File: config.mk
export PLATFORM = sky130hd
export DESIGN_NAME = id_stage_flat
export DESIGN_NICKNAME = d
export VERILOG_FILES = /design/src/rtl/rv32i_pkg.sv /design/src/rtl/id_stage_if.sv /design/src/rtl/id_decoder.sv /design/src/rtl/id_stage.sv /design/src/flat_wrapper.sv
export SDC_FILE = /design/constraint.sdc
export NUM_CORES = 1
export LEC_CHECK = 0
export CELL_PAD_IN_SITES_DETAIL_PLACEMENT = 2
export CELL_PAD_IN_SITES_GLOBAL_PLACEMENT = 2
export CORE_MARGIN = 2
export CORE_UTILIZATION = 21
export DETAILED_ROUTE_END_ITERATION = 7
export PLACE_DENSITY_LB_ADDON = 0.2
export REMOVE_ABC_BUFFERS = 1
export SLEW_MARGIN = 15
export SYNTH_ARGS = -nofsm -noshare
export SYNTH_HDL_FRONTEND = slang
export SYNTH_SLANG_ARGS = --single-unit
File: constraint.sdc
create_clock -name clk -period 3.4 [get_ports clk]
set_input_delay 1.02 -clock clk [delete_from_list [all_inputs] [get_ports clk]]
set_output_delay 1.02 -clock clk [all_outputs]
set_load 0.02 [all_outputs]
File: src/rtl/rv32i_pkg.sv
// Shared RV32I decode definitions: opcodes, ALU operation codes and the ID/EX
// pipeline register layout.
package rv32i_pkg;

  localparam int unsigned RV_XLEN = 32;

  localparam logic [6:0] OPC_LUI     = 7'b0110111;
  localparam logic [6:0] OPC_AUIPC   = 7'b0010111;
  localparam logic [6:0] OPC_JAL     = 7'b1101111;
  localparam logic [6:0] OPC_JALR    = 7'b1100111;
  localparam logic [6:0] OPC_BRANCH  = 7'b1100011;
  localparam logic [6:0] OPC_LOAD    = 7'b0000011;
  localparam logic [6:0] OPC_STORE   = 7'b0100011;
  localparam logic [6:0] OPC_OPIMM   = 7'b0010011;
  localparam logic [6:0] OPC_OP      = 7'b0110011;
  localparam logic [6:0] OPC_MISCMEM = 7'b0001111;
  localparam logic [6:0] OPC_SYSTEM  = 7'b1110011;

  typedef enum logic [3:0] {
    ALU_ADD    = 4'd0,
    ALU_SUB    = 4'd1,
    ALU_SLL    = 4'd2,
    ALU_SLT    = 4'd3,
    ALU_SLTU   = 4'd4,
    ALU_XOR    = 4'd5,
    ALU_SRL    = 4'd6,
    ALU_SRA    = 4'd7,
    ALU_OR     = 4'd8,
    ALU_AND    = 4'd9,
    ALU_PASS_B = 4'd10
  } alu_op_e;

  typedef struct packed {
    logic [RV_XLEN-1:0] imm;
    alu_op_e            alu_op;
    logic               alu_src_imm;
    logic               alu_src_pc;
    logic               mem_read;
    logic               mem_write;
    logic               reg_write;
    logic               branch;
    logic               jump;
    logic               jalr;
    logic               illegal;
    logic               uses_rs2;
  } dec_ctrl_t;

  typedef struct packed {
    logic               valid;
    logic [RV_XLEN-1:0] pc;
    logic [RV_XLEN-1:0] rs1_data;
    logic [RV_XLEN-1:0] rs2_data;
    logic [RV_XLEN-1:0] imm;
    logic [4:0]         rs1;
    logic [4:0]         rs2;
    logic [4:0]         rd;
    alu_op_e            alu_op;
    logic               alu_src_imm;
    logic               alu_src_pc;
    logic [2:0]         funct3;
    logic               mem_read;
    logic               mem_write;
    logic               reg_write;
    logic               branch;
    logic               jump;
    logic               jalr;
    logic               illegal;
  } id_ex_t;

  // Shared by OP and OP-IMM; alt picks SUB/SRA where instr[30] selects them.
  function automatic alu_op_e f3_to_alu(input logic [2:0] funct3, input logic alt);
    alu_op_e op;
    case (funct3)
      3'b000:  op = alt ? ALU_SUB : ALU_ADD;
      3'b001:  op = ALU_SLL;
      3'b010:  op = ALU_SLT;
      3'b011:  op = ALU_SLTU;
      3'b100:  op = ALU_XOR;
      3'b101:  op = alt ? ALU_SRA : ALU_SRL;
      3'b110:  op = ALU_OR;
      3'b111:  op = ALU_AND;
      default: op = ALU_ADD;
    endcase
    return op;
  endfunction

endpackage

File: src/rtl/id_stage_if.sv
// Fetch, register-file and execute signals seen by the decode stage.
interface id_stage_if #(parameter int unsigned XLEN = 32);
  logic            if_valid;
  logic            if_ready;
  logic [XLEN-1:0] if_pc;
  logic [31:0]     if_instr;
  logic [4:0]      rf_raddr1;
  logic [4:0]      rf_raddr2;
  logic [XLEN-1:0] rf_rdata1;
  logic [XLEN-1:0] rf_rdata2;
  logic            flush;
  logic            ex_ready;
  logic            ex_valid;
  logic [XLEN-1:0] ex_pc;
  logic [XLEN-1:0] ex_rs1_data;
  logic [XLEN-1:0] ex_rs2_data;
  logic [4:0]      ex_rs1;
  logic [4:0]      ex_rs2;
  logic [4:0]      ex_rd;
  logic [XLEN-1:0] ex_imm;
  logic [3:0]      ex_alu_op;
  logic            ex_alu_src_imm;
  logic            ex_alu_src_pc;
  logic [2:0]      ex_funct3;
  logic            ex_mem_read;
  logic            ex_mem_write;
  logic            ex_reg_write;
  logic            ex_branch;
  logic            ex_jump;
  logic            ex_jalr;
  logic            ex_illegal;

  modport master (
    output if_valid, if_pc, if_instr, rf_rdata1, rf_rdata2, flush, ex_ready,
    input  if_ready, rf_raddr1, rf_raddr2, ex_valid, ex_pc, ex_rs1_data, ex_rs2_data,
           ex_rs1, ex_rs2, ex_rd, ex_imm, ex_alu_op, ex_alu_src_imm, ex_alu_src_pc,
           ex_funct3, ex_mem_read, ex_mem_write, ex_reg_write, ex_branch, ex_jump,
           ex_jalr, ex_illegal
  );

  modport slave (
    input  if_valid, if_pc, if_instr, rf_rdata1, rf_rdata2, flush, ex_ready,
    output if_ready, rf_raddr1, rf_raddr2, ex_valid, ex_pc, ex_rs1_data, ex_rs2_data,
           ex_rs1, ex_rs2, ex_rd, ex_imm, ex_alu_op, ex_alu_src_imm, ex_alu_src_pc,
           ex_funct3, ex_mem_read, ex_mem_write, ex_reg_write, ex_branch, ex_jump,
           ex_jalr, ex_illegal
  );
endinterface

File: src/rtl/id_decoder.sv
// Combinational RV32I decoder: instruction word to control flags and
// sign-extended immediate.
module id_decoder
  import rv32i_pkg::*;
(
  input  logic [31:0] instr,
  output dec_ctrl_t   ctrl
);

  logic [6:0]  opcode_s;
  logic [6:0]  funct7_s;
  logic [2:0]  funct3_s;
  logic [31:0] imm_i_s;
  logic [31:0] imm_s_s;
  logic [31:0] imm_b_s;
  logic [31:0] imm_u_s;
  logic [31:0] imm_j_s;
  logic        legal_s;
  dec_ctrl_t   raw_s;

  assign opcode_s = instr[6:0];
  assign funct3_s = instr[14:12];
  assign funct7_s = instr[31:25];

  assign imm_i_s = {{20{instr[31]}}, instr[31:20]};
  assign imm_s_s = {{20{instr[31]}}, instr[31:25], instr[11:7]};
  assign imm_b_s = {{19{instr[31]}}, instr[31], instr[7], instr[30:25], instr[11:8], 1'b0};
  assign imm_u_s = {instr[31:12], 12'h000};
  assign imm_j_s = {{11{instr[31]}}, instr[31], instr[19:12], instr[20], instr[30:21], 1'b0};

  // Opcode decode; funct-field legality is resolved in the same pass.
  always_comb begin
    raw_s        = '0;
    raw_s.alu_op = ALU_ADD;
    legal_s      = 1'b1;
    case (opcode_s)
      OPC_LUI: begin
        raw_s.imm         = imm_u_s;
        raw_s.alu_op      = ALU_PASS_B;
        raw_s.alu_src_imm = 1'b1;
        raw_s.reg_write   = 1'b1;
      end
      OPC_AUIPC: begin
        raw_s.imm         = imm_u_s;
        raw_s.alu_src_pc  = 1'b1;
        raw_s.alu_src_imm = 1'b1;
        raw_s.reg_write   = 1'b1;
      end
      OPC_JAL: begin
        raw_s.imm         = imm_j_s;
        raw_s.alu_src_pc  = 1'b1;
        raw_s.alu_src_imm = 1'b1;
        raw_s.jump        = 1'b1;
        raw_s.reg_write   = 1'b1;
      end
      OPC_JALR: begin
        raw_s.imm         = imm_i_s;
        raw_s.alu_src_imm = 1'b1;
        raw_s.jump        = 1'b1;
        raw_s.jalr        = 1'b1;
        raw_s.reg_write   = 1'b1;
      end
      OPC_BRANCH: begin
        raw_s.imm      = imm_b_s;
        raw_s.alu_op   = ALU_SUB;
        raw_s.branch   = 1'b1;
        raw_s.uses_rs2 = 1'b1;
      end
      OPC_LOAD: begin
        raw_s.imm         = imm_i_s;
        raw_s.alu_src_imm = 1'b1;
        raw_s.mem_read    = 1'b1;
        raw_s.reg_write   = 1'b1;
      end
      OPC_STORE: begin
        raw_s.imm         = imm_s_s;
        raw_s.alu_src_imm = 1'b1;
        raw_s.mem_write   = 1'b1;
        raw_s.uses_rs2    = 1'b1;
      end
      OPC_OPIMM: begin
        raw_s.imm         = imm_i_s;
        raw_s.alu_src_imm = 1'b1;
        raw_s.reg_write   = 1'b1;
        raw_s.alu_op      = f3_to_alu(funct3_s, (funct3_s == 3'b101) & instr[30]);
        case (funct3_s)
          3'b001:  legal_s = (funct7_s == 7'h00);
          3'b101:  legal_s = (funct7_s == 7'h00) | (funct7_s == 7'h20);
          default: legal_s = 1'b1;
        endcase
      end
      OPC_OP: begin
        raw_s.reg_write = 1'b1;
        raw_s.uses_rs2  = 1'b1;
        raw_s.alu_op    = f3_to_alu(funct3_s, instr[30]);
        case (funct7_s)
          7'h00:   legal_s = 1'b1;
          7'h20:   legal_s = (funct3_s == 3'b000) | (funct3_s == 3'b101);
          default: legal_s = 1'b0;
        endcase
      end
      OPC_MISCMEM: legal_s = 1'b1;
      OPC_SYSTEM:  legal_s = 1'b0;
      default:     legal_s = 1'b0;
    endcase
  end

  // Illegal encodings keep only the format bit that the hazard check needs.
  always_comb begin
    ctrl = raw_s;
    if (!legal_s) begin
      ctrl          = '0;
      ctrl.alu_op   = ALU_ADD;
      ctrl.illegal  = 1'b1;
      ctrl.uses_rs2 = raw_s.uses_rs2;
    end else begin
      ctrl.illegal = 1'b0;
    end
    ctrl.reg_write = ctrl.reg_write & (instr[11:7] != 5'd0);
  end

endmodule

File: src/rtl/id_stage.sv
// RV32I decode stage: fetch handshake, register-file read with x0 masking,
// load-use stall and the ID/EX pipeline register.
module id_stage
  import rv32i_pkg::*;
#(
  parameter int unsigned     XLEN     = 32,
  parameter logic [XLEN-1:0] RESET_PC = 32'h0000_0000
) (
  input logic       clk,
  input logic       rst,
  id_stage_if.slave bus
);

  dec_ctrl_t  dec_s;
  id_ex_t     ex_r;
  id_ex_t     ex_nxt_s;
  id_ex_t     load_s;
  id_ex_t     reset_ex_s;
  logic [4:0] rs1_s;
  logic [4:0] rs2_s;
  logic       hazard_s;
  logic       advance_s;

  id_decoder u_decoder (
    .instr (bus.if_instr),
    .ctrl  (dec_s)
  );

  assign rs1_s         = bus.if_instr[19:15];
  assign rs2_s         = bus.if_instr[24:20];
  assign bus.rf_raddr1 = rs1_s;
  assign bus.rf_raddr2 = rs2_s;

  assign hazard_s  = bus.if_valid & ex_r.valid & ex_r.mem_read & (ex_r.rd != 5'd0) &
                     ((ex_r.rd == rs1_s) | (dec_s.uses_rs2 & (ex_r.rd == rs2_s)));
  assign advance_s = bus.ex_ready | ~ex_r.valid;
  // A flushed instruction is taken so fetch can move on; it is simply dropped.
  assign bus.if_ready = bus.flush | (advance_s & ~hazard_s);

  // Decoded instruction as it would enter ID/EX; x0 reads are forced to zero.
  always_comb begin
    load_s             = '0;
    load_s.valid       = 1'b1;
    load_s.pc          = bus.if_pc;
    load_s.rs1_data    = (rs1_s == 5'd0) ? 32'h0000_0000 : bus.rf_rdata1;
    load_s.rs2_data    = (rs2_s == 5'd0) ? 32'h0000_0000 : bus.rf_rdata2;
    load_s.imm         = dec_s.imm;
    load_s.rs1         = rs1_s;
    load_s.rs2         = rs2_s;
    load_s.rd          = bus.if_instr[11:7];
    load_s.alu_op      = dec_s.alu_op;
    load_s.alu_src_imm = dec_s.alu_src_imm;
    load_s.alu_src_pc  = dec_s.alu_src_pc;
    load_s.funct3      = bus.if_instr[14:12];
    load_s.mem_read    = dec_s.mem_read;
    load_s.mem_write   = dec_s.mem_write;
    load_s.reg_write   = dec_s.reg_write;
    load_s.branch      = dec_s.branch;
    load_s.jump        = dec_s.jump;
    load_s.jalr        = dec_s.jalr;
    load_s.illegal     = dec_s.illegal;
  end

  // Reset image of the pipeline register.
  always_comb begin
    reset_ex_s    = '0;
    reset_ex_s.pc = RESET_PC;
  end

  // Next ID/EX contents: flush, then stall, then bubble, then load.
  always_comb begin
    ex_nxt_s = ex_r;
    if (bus.flush) begin
      ex_nxt_s.valid = 1'b0;
    end else if (!advance_s) begin
      ex_nxt_s = ex_r;
    end else if (hazard_s) begin
      ex_nxt_s.valid     = 1'b0;
      ex_nxt_s.mem_read  = 1'b0;
      ex_nxt_s.mem_write = 1'b0;
      ex_nxt_s.reg_write = 1'b0;
      ex_nxt_s.branch    = 1'b0;
      ex_nxt_s.jump      = 1'b0;
      ex_nxt_s.jalr      = 1'b0;
      ex_nxt_s.illegal   = 1'b0;
    end else if (bus.if_valid) begin
      ex_nxt_s = load_s;
    end else begin
      ex_nxt_s.valid = 1'b0;
    end
  end

  // ID/EX pipeline register.
  always_ff @(posedge clk) begin
    if (rst) begin
      ex_r <= reset_ex_s;
    end else begin
      ex_r <= ex_nxt_s;
    end
  end

  assign bus.ex_valid       = ex_r.valid;
  assign bus.ex_pc          = ex_r.pc;
  assign bus.ex_rs1_data    = ex_r.rs1_data;
  assign bus.ex_rs2_data    = ex_r.rs2_data;
  assign bus.ex_rs1         = ex_r.rs1;
  assign bus.ex_rs2         = ex_r.rs2;
  assign bus.ex_rd          = ex_r.rd;
  assign bus.ex_imm         = ex_r.imm;
  assign bus.ex_alu_op      = ex_r.alu_op;
  assign bus.ex_alu_src_imm = ex_r.alu_src_imm;
  assign bus.ex_alu_src_pc  = ex_r.alu_src_pc;
  assign bus.ex_funct3      = ex_r.funct3;
  assign bus.ex_mem_read    = ex_r.mem_read;
  assign bus.ex_mem_write   = ex_r.mem_write;
  assign bus.ex_reg_write   = ex_r.reg_write;
  assign bus.ex_branch      = ex_r.branch;
  assign bus.ex_jump        = ex_r.jump;
  assign bus.ex_jalr        = ex_r.jalr;
  assign bus.ex_illegal     = ex_r.illegal;

endmodule

File: src/flat_wrapper.sv
// flat-port wrapper written by rule: the top's interface ports become plain ports
module id_stage_flat import rv32i_pkg::*;
#(
  parameter int unsigned     XLEN     = 32,
  parameter logic [XLEN-1:0] RESET_PC = 32'h0000_0000
)
  (clk, rst, bus_if_valid, bus_if_pc, bus_if_instr, bus_rf_rdata1, bus_rf_rdata2, bus_flush, bus_ex_ready, bus_if_ready, bus_rf_raddr1, bus_rf_raddr2, bus_ex_valid, bus_ex_pc, bus_ex_rs1_data, bus_ex_rs2_data, bus_ex_rs1, bus_ex_rs2, bus_ex_rd, bus_ex_imm, bus_ex_alu_op, bus_ex_alu_src_imm, bus_ex_alu_src_pc, bus_ex_funct3, bus_ex_mem_read, bus_ex_mem_write, bus_ex_reg_write, bus_ex_branch, bus_ex_jump, bus_ex_jalr, bus_ex_illegal);
  id_stage_if #(.XLEN(XLEN)) bus_i ();
  input logic clk;
  input logic rst;
  input wire logic [$bits(bus_i.if_valid)-1:0] bus_if_valid;
  input wire logic [$bits(bus_i.if_pc)-1:0] bus_if_pc;
  input wire logic [$bits(bus_i.if_instr)-1:0] bus_if_instr;
  input wire logic [$bits(bus_i.rf_rdata1)-1:0] bus_rf_rdata1;
  input wire logic [$bits(bus_i.rf_rdata2)-1:0] bus_rf_rdata2;
  input wire logic [$bits(bus_i.flush)-1:0] bus_flush;
  input wire logic [$bits(bus_i.ex_ready)-1:0] bus_ex_ready;
  output wire logic [$bits(bus_i.if_ready)-1:0] bus_if_ready;
  output wire logic [$bits(bus_i.rf_raddr1)-1:0] bus_rf_raddr1;
  output wire logic [$bits(bus_i.rf_raddr2)-1:0] bus_rf_raddr2;
  output wire logic [$bits(bus_i.ex_valid)-1:0] bus_ex_valid;
  output wire logic [$bits(bus_i.ex_pc)-1:0] bus_ex_pc;
  output wire logic [$bits(bus_i.ex_rs1_data)-1:0] bus_ex_rs1_data;
  output wire logic [$bits(bus_i.ex_rs2_data)-1:0] bus_ex_rs2_data;
  output wire logic [$bits(bus_i.ex_rs1)-1:0] bus_ex_rs1;
  output wire logic [$bits(bus_i.ex_rs2)-1:0] bus_ex_rs2;
  output wire logic [$bits(bus_i.ex_rd)-1:0] bus_ex_rd;
  output wire logic [$bits(bus_i.ex_imm)-1:0] bus_ex_imm;
  output wire logic [$bits(bus_i.ex_alu_op)-1:0] bus_ex_alu_op;
  output wire logic [$bits(bus_i.ex_alu_src_imm)-1:0] bus_ex_alu_src_imm;
  output wire logic [$bits(bus_i.ex_alu_src_pc)-1:0] bus_ex_alu_src_pc;
  output wire logic [$bits(bus_i.ex_funct3)-1:0] bus_ex_funct3;
  output wire logic [$bits(bus_i.ex_mem_read)-1:0] bus_ex_mem_read;
  output wire logic [$bits(bus_i.ex_mem_write)-1:0] bus_ex_mem_write;
  output wire logic [$bits(bus_i.ex_reg_write)-1:0] bus_ex_reg_write;
  output wire logic [$bits(bus_i.ex_branch)-1:0] bus_ex_branch;
  output wire logic [$bits(bus_i.ex_jump)-1:0] bus_ex_jump;
  output wire logic [$bits(bus_i.ex_jalr)-1:0] bus_ex_jalr;
  output wire logic [$bits(bus_i.ex_illegal)-1:0] bus_ex_illegal;
  assign bus_i.if_valid = bus_if_valid;
  assign bus_i.if_pc = bus_if_pc;
  assign bus_i.if_instr = bus_if_instr;
  assign bus_i.rf_rdata1 = bus_rf_rdata1;
  assign bus_i.rf_rdata2 = bus_rf_rdata2;
  assign bus_i.flush = bus_flush;
  assign bus_i.ex_ready = bus_ex_ready;
  assign bus_if_ready = bus_i.if_ready;
  assign bus_rf_raddr1 = bus_i.rf_raddr1;
  assign bus_rf_raddr2 = bus_i.rf_raddr2;
  assign bus_ex_valid = bus_i.ex_valid;
  assign bus_ex_pc = bus_i.ex_pc;
  assign bus_ex_rs1_data = bus_i.ex_rs1_data;
  assign bus_ex_rs2_data = bus_i.ex_rs2_data;
  assign bus_ex_rs1 = bus_i.ex_rs1;
  assign bus_ex_rs2 = bus_i.ex_rs2;
  assign bus_ex_rd = bus_i.ex_rd;
  assign bus_ex_imm = bus_i.ex_imm;
  assign bus_ex_alu_op = bus_i.ex_alu_op;
  assign bus_ex_alu_src_imm = bus_i.ex_alu_src_imm;
  assign bus_ex_alu_src_pc = bus_i.ex_alu_src_pc;
  assign bus_ex_funct3 = bus_i.ex_funct3;
  assign bus_ex_mem_read = bus_i.ex_mem_read;
  assign bus_ex_mem_write = bus_i.ex_mem_write;
  assign bus_ex_reg_write = bus_i.ex_reg_write;
  assign bus_ex_branch = bus_i.ex_branch;
  assign bus_ex_jump = bus_i.ex_jump;
  assign bus_ex_jalr = bus_i.ex_jalr;
  assign bus_ex_illegal = bus_i.ex_illegal;
  id_stage #(.XLEN(XLEN), .RESET_PC(RESET_PC)) u_core (.clk(clk), .rst(rst), .bus(bus_i));
endmodule
==> impl_results.md <==
* Clock latency of the later-clocked register in the worst-skew pair at between 0.4 and 0.5 ns
* Number of antenna violations at the first check in global routing at 1
* FP Rows at 66
* Crit path time final at 3.42 ns
* Final GP Congestion at 0.797
* Floorplan die height at 186 um
* Final cycle utilization of the critical path at 1.01
* Global-route total usage across every layer at 0.194
* Setup repair after global routing missed its margin: true
* Kind of cell adding the most delay to the critical path: simple AND/OR/NAND/NOR gates
* Total DRC errors in the routed layout at 0
* Avg Inst Size Synth at between 8 and 9 um^2
* Clk pin slew, worst setup/hold paths at roughly 0.07 ns
* Number of inserted filler cells in the final layout at 3672
* TritonRoute pass-1 iters at 4
* Measured slew at the worst slew-check pin at between 0.8 and 0.9 ns
* Slowest cell on crit path: or4_4
* Critical Path Start Type: input port
* Number of top-level pins at 304
* Multi-input combinational cell area at 3310 um^2
* Root buffer cell: clkbuf_16
* Die area at roughly 34000 um^2
* Largest net degree at the start of global routing at 64
* Hold violation total from the final report at 0
* EDFF count, synth at 0
* Count of vias placed by the detailed router at 7815
* Seq cells post-synth at 160
* Final antenna-violating net count at 0
* Violation count after the first detailed-route iteration at 364
* Number of clock sinks at 160
* Required time reported for the critical path endpoint at around 2.4 ns
* Critical path capture point type: output port
* Maximum frequency from static timing analysis at 0.292 GHz
* Commonest non-fill, non-tap cell in the layout: clkdlybuf4s50_1
* Total buffers and inverters traversed by the critical path at 2
* Cell variety after synth at 54
* Maximum fanout along the worst path at 2
* Class of the tightest hold or removal check: reg2reg
* Warnings, synthesis at 0
* Final routed wirelength across all metal layers at about 34000 um
* Critical Path Max Stage Delay at 0.56 ns
* Critical Path AT at around 2.4 ns
* Number of buffers on the longest clock path at 2
* Category of the critical setup timing path: in2out
* Post-synthesis sequential area ratio at 0.463
* Quantity of hold-fixing buffers added after cts at 0
* Proportion of layout cells with a drive suffix above 1 at 0.134
* Setup_tns at -0.0227 ns
* Overall power consumption at 4.86 mW
* Effective utilization at floorplan at 0.213
* Cells along the critical path: buf_6 > and4bb_2 > nand3_2 > or4_4 > nand2_2 > o21bai_1 > buf_4
* Deepest level of the CTS H-tree at 4
* Instance count of the mapped netlist at 842
* Fin Hold WS at 0.460 ns
* Worst clock skew at 0.00782 ns
* Post-synth ARST share at 0
* Worst setup slack after layout at -0.0227 ns
* Congestion Overflow GR at 0
* Run status: finished, violations left
* Detail Placement HPWL at 23500 um
* Ant. Diodes at 0
* Instance area at placement at 10800 um^2
* Buffers on Ports at between 300 and 400
* Routed len/inst at approximately 21 um
* TritonCTS clock tree: built
* Via count of the first global-routing pass at 8461
* Power density relative to cell area at 418 nW/um^2
* Area of all sequential standard cells at between 3000 and 4000 um^2
* Synth Flop Type: dfxtp_1
* Reported leakage power at 3.99 nW
* Floorplan Core Area at between 30000 and 40000 um^2
* Final Max Slew Viols at 0
* Top library cells by usage in the layout, fill and taps aside: clkdlybuf4s50_1, dfxtp_1, o21ai_0, nand2_1, buf_4
* Global-route wire length before repair at 51200 um
* Failing checks: negative setup slack
* Worst slew margin at 0.434
* Total Nets Final at 1289
* Worst VDD drop at 0.000333 V
* Post-route cell area at 11600 um^2
* Layout Area Growth over Synthesis at 67.7%
* Die width at ~190 um
* Mapped Area at 6920 um^2
* Via density per instance at 4.85
* Total CTS buffers at 17
* Setup violators final at 1
* MaxCap Viol Count at 0
[synthesized netlist by cell type, types with 2 or more instances]
cell       instances  area [um^2]
a31oi_1            2         12.5
o211ai_1          19          143
nand2_1           90          338
nor2_1            14         52.6
buf_4             10         75.1
nor3_1             5         25.0
o21ai_1            2         10.0
or4_1              3         22.5
inv_1             16         60.1
clkbuf_1          53          199
o32ai_1           13          114
a32oi_1            4         35.0
o2bb2ai_1         10         87.6
o41ai_1            2         17.5
buf_2             30          150
and3_1             3         18.8
nor2b_1            7         43.8
a21oi_1           75          375
or2_2              3         18.8
a22o_1             6         52.6
and2_1             3         18.8
dfxtp_1          160         3200
nor3b_1            2         15.0
o31ai_1           16          120
nand3_1           56          280
o21ai_0          122          611
buf_1              5         18.8
a211oi_1           2         15.0
nand4_1           68          425
and3b_1            4         35.0
xnor2_1           10         87.6
nand3b_1           2         15.0
o21a_1             4         30.0
[state kept, by name, summed over array words and instances (netlist names)]
signal                     flops
u_core.bus.ex_rs1_data        32
u_core.bus.ex_rs2_data        32
u_core.bus.ex_alu_src_imm      1
u_core.bus.ex_rs1              5
u_core.bus.ex_pc              32
u_core.bus.ex_reg_write        1
u_core.bus.ex_rs2              5
u_core.bus.ex_imm             32
u_core.bus.ex_jump             1
u_core.bus.ex_funct3           3
u_core.bus.ex_jalr             1
u_core.bus.ex_mem_read         1
u_core.bus.ex_branch           1
u_core.bus.ex_alu_op           4
u_core.bus.ex_rd               5
u_core.bus.ex_valid            1
u_core.bus.ex_illegal          1
u_core.bus.ex_alu_src_pc       1
u_core.bus.ex_mem_write        1
[where the power goes]
part	internal, mW	switching [mW]	leakage [nW]
Sequential	1.94	0.0350	1.30
Clock	1.22	0.860	0.300
Combinational	0.386	0.412	2.39
[repair_timing]
action                                  CTS  global route
endpoints found under the setup margin    2             1
setup buffers                            13             2
cloned                                    0             0
endpoints found under the hold margin     0             0
resized for setup                        58             1
pin swaps                                16             3
[final timing paths]
kind / from / to / slack (ns) / cells after the start
max: bus_if_instr[2] / bus_if_ready / -0.02 / 7
min reg2reg: u_core.bus.ex_rs2_data[4] / u_core.bus.ex_rs2_data[4] / 0.46 / 2
min: u_core.bus.ex_rs2_data[4] / u_core.bus.ex_rs2_data[4] / 0.46 / 2
max reg2reg: u_core.bus.ex_rd[4] / u_core.bus.ex_rs1_data[23] / 0.35 / 16
[area by class of cell]
type / count / share of cell area
Clock buffer: 21 / 0.0405
Tap cell: 442 / 0.0476
Timing Repair Buffer: 394 / 0.332
Inverter: 16 / 0.00528
Clock inverter: 11 / 0.0133
Sequential cell: 160 / 0.276
Multi-Input combinational cell: 567 / 0.285
[worst register-to-register path, delay by kind of cell (launching register included)]
family	cells	cell delay, ns
compound gates	1	0.22
flops	1	0.51
xor+xnor	1	0.16
simple gates	3	0.56
buf+inv	11	1.52
[layer usage]
metal  wire length (um)  GRT usage  vias to the layer above  part of all wire
met5                  0          0                        -                 0
met4                520     0.0501                        0             0.015
met3               2760     0.0661                       24             0.082
met2              15900      0.329                      232              0.47
met1              14500      0.236                     3877              0.43
li1                   -          -                     3682                 -
[cells by family after synthesis]
logic type      Yosys count  synth area share
compound gates          286             0.247
simple gates            270             0.202
flops                   160             0.463
buf+inv                 115            0.0743
xor+xnor                 10            0.0127
mux                       1           0.00145
[metrics by stage]
stage,setup WS (ns),std cells,util
2_1_floorplan,-3.00,743,-
3_3_place_gp,-0.896,1564,0.333
3_5_place_dp,-0.918,1564,0.333
4_1_cts,0.000677,1609,0.356
5_1_grt,-0.0520,1611,0.357
6_report,-0.0227,1611,0.357
Power figures use the tool's default switching activity.
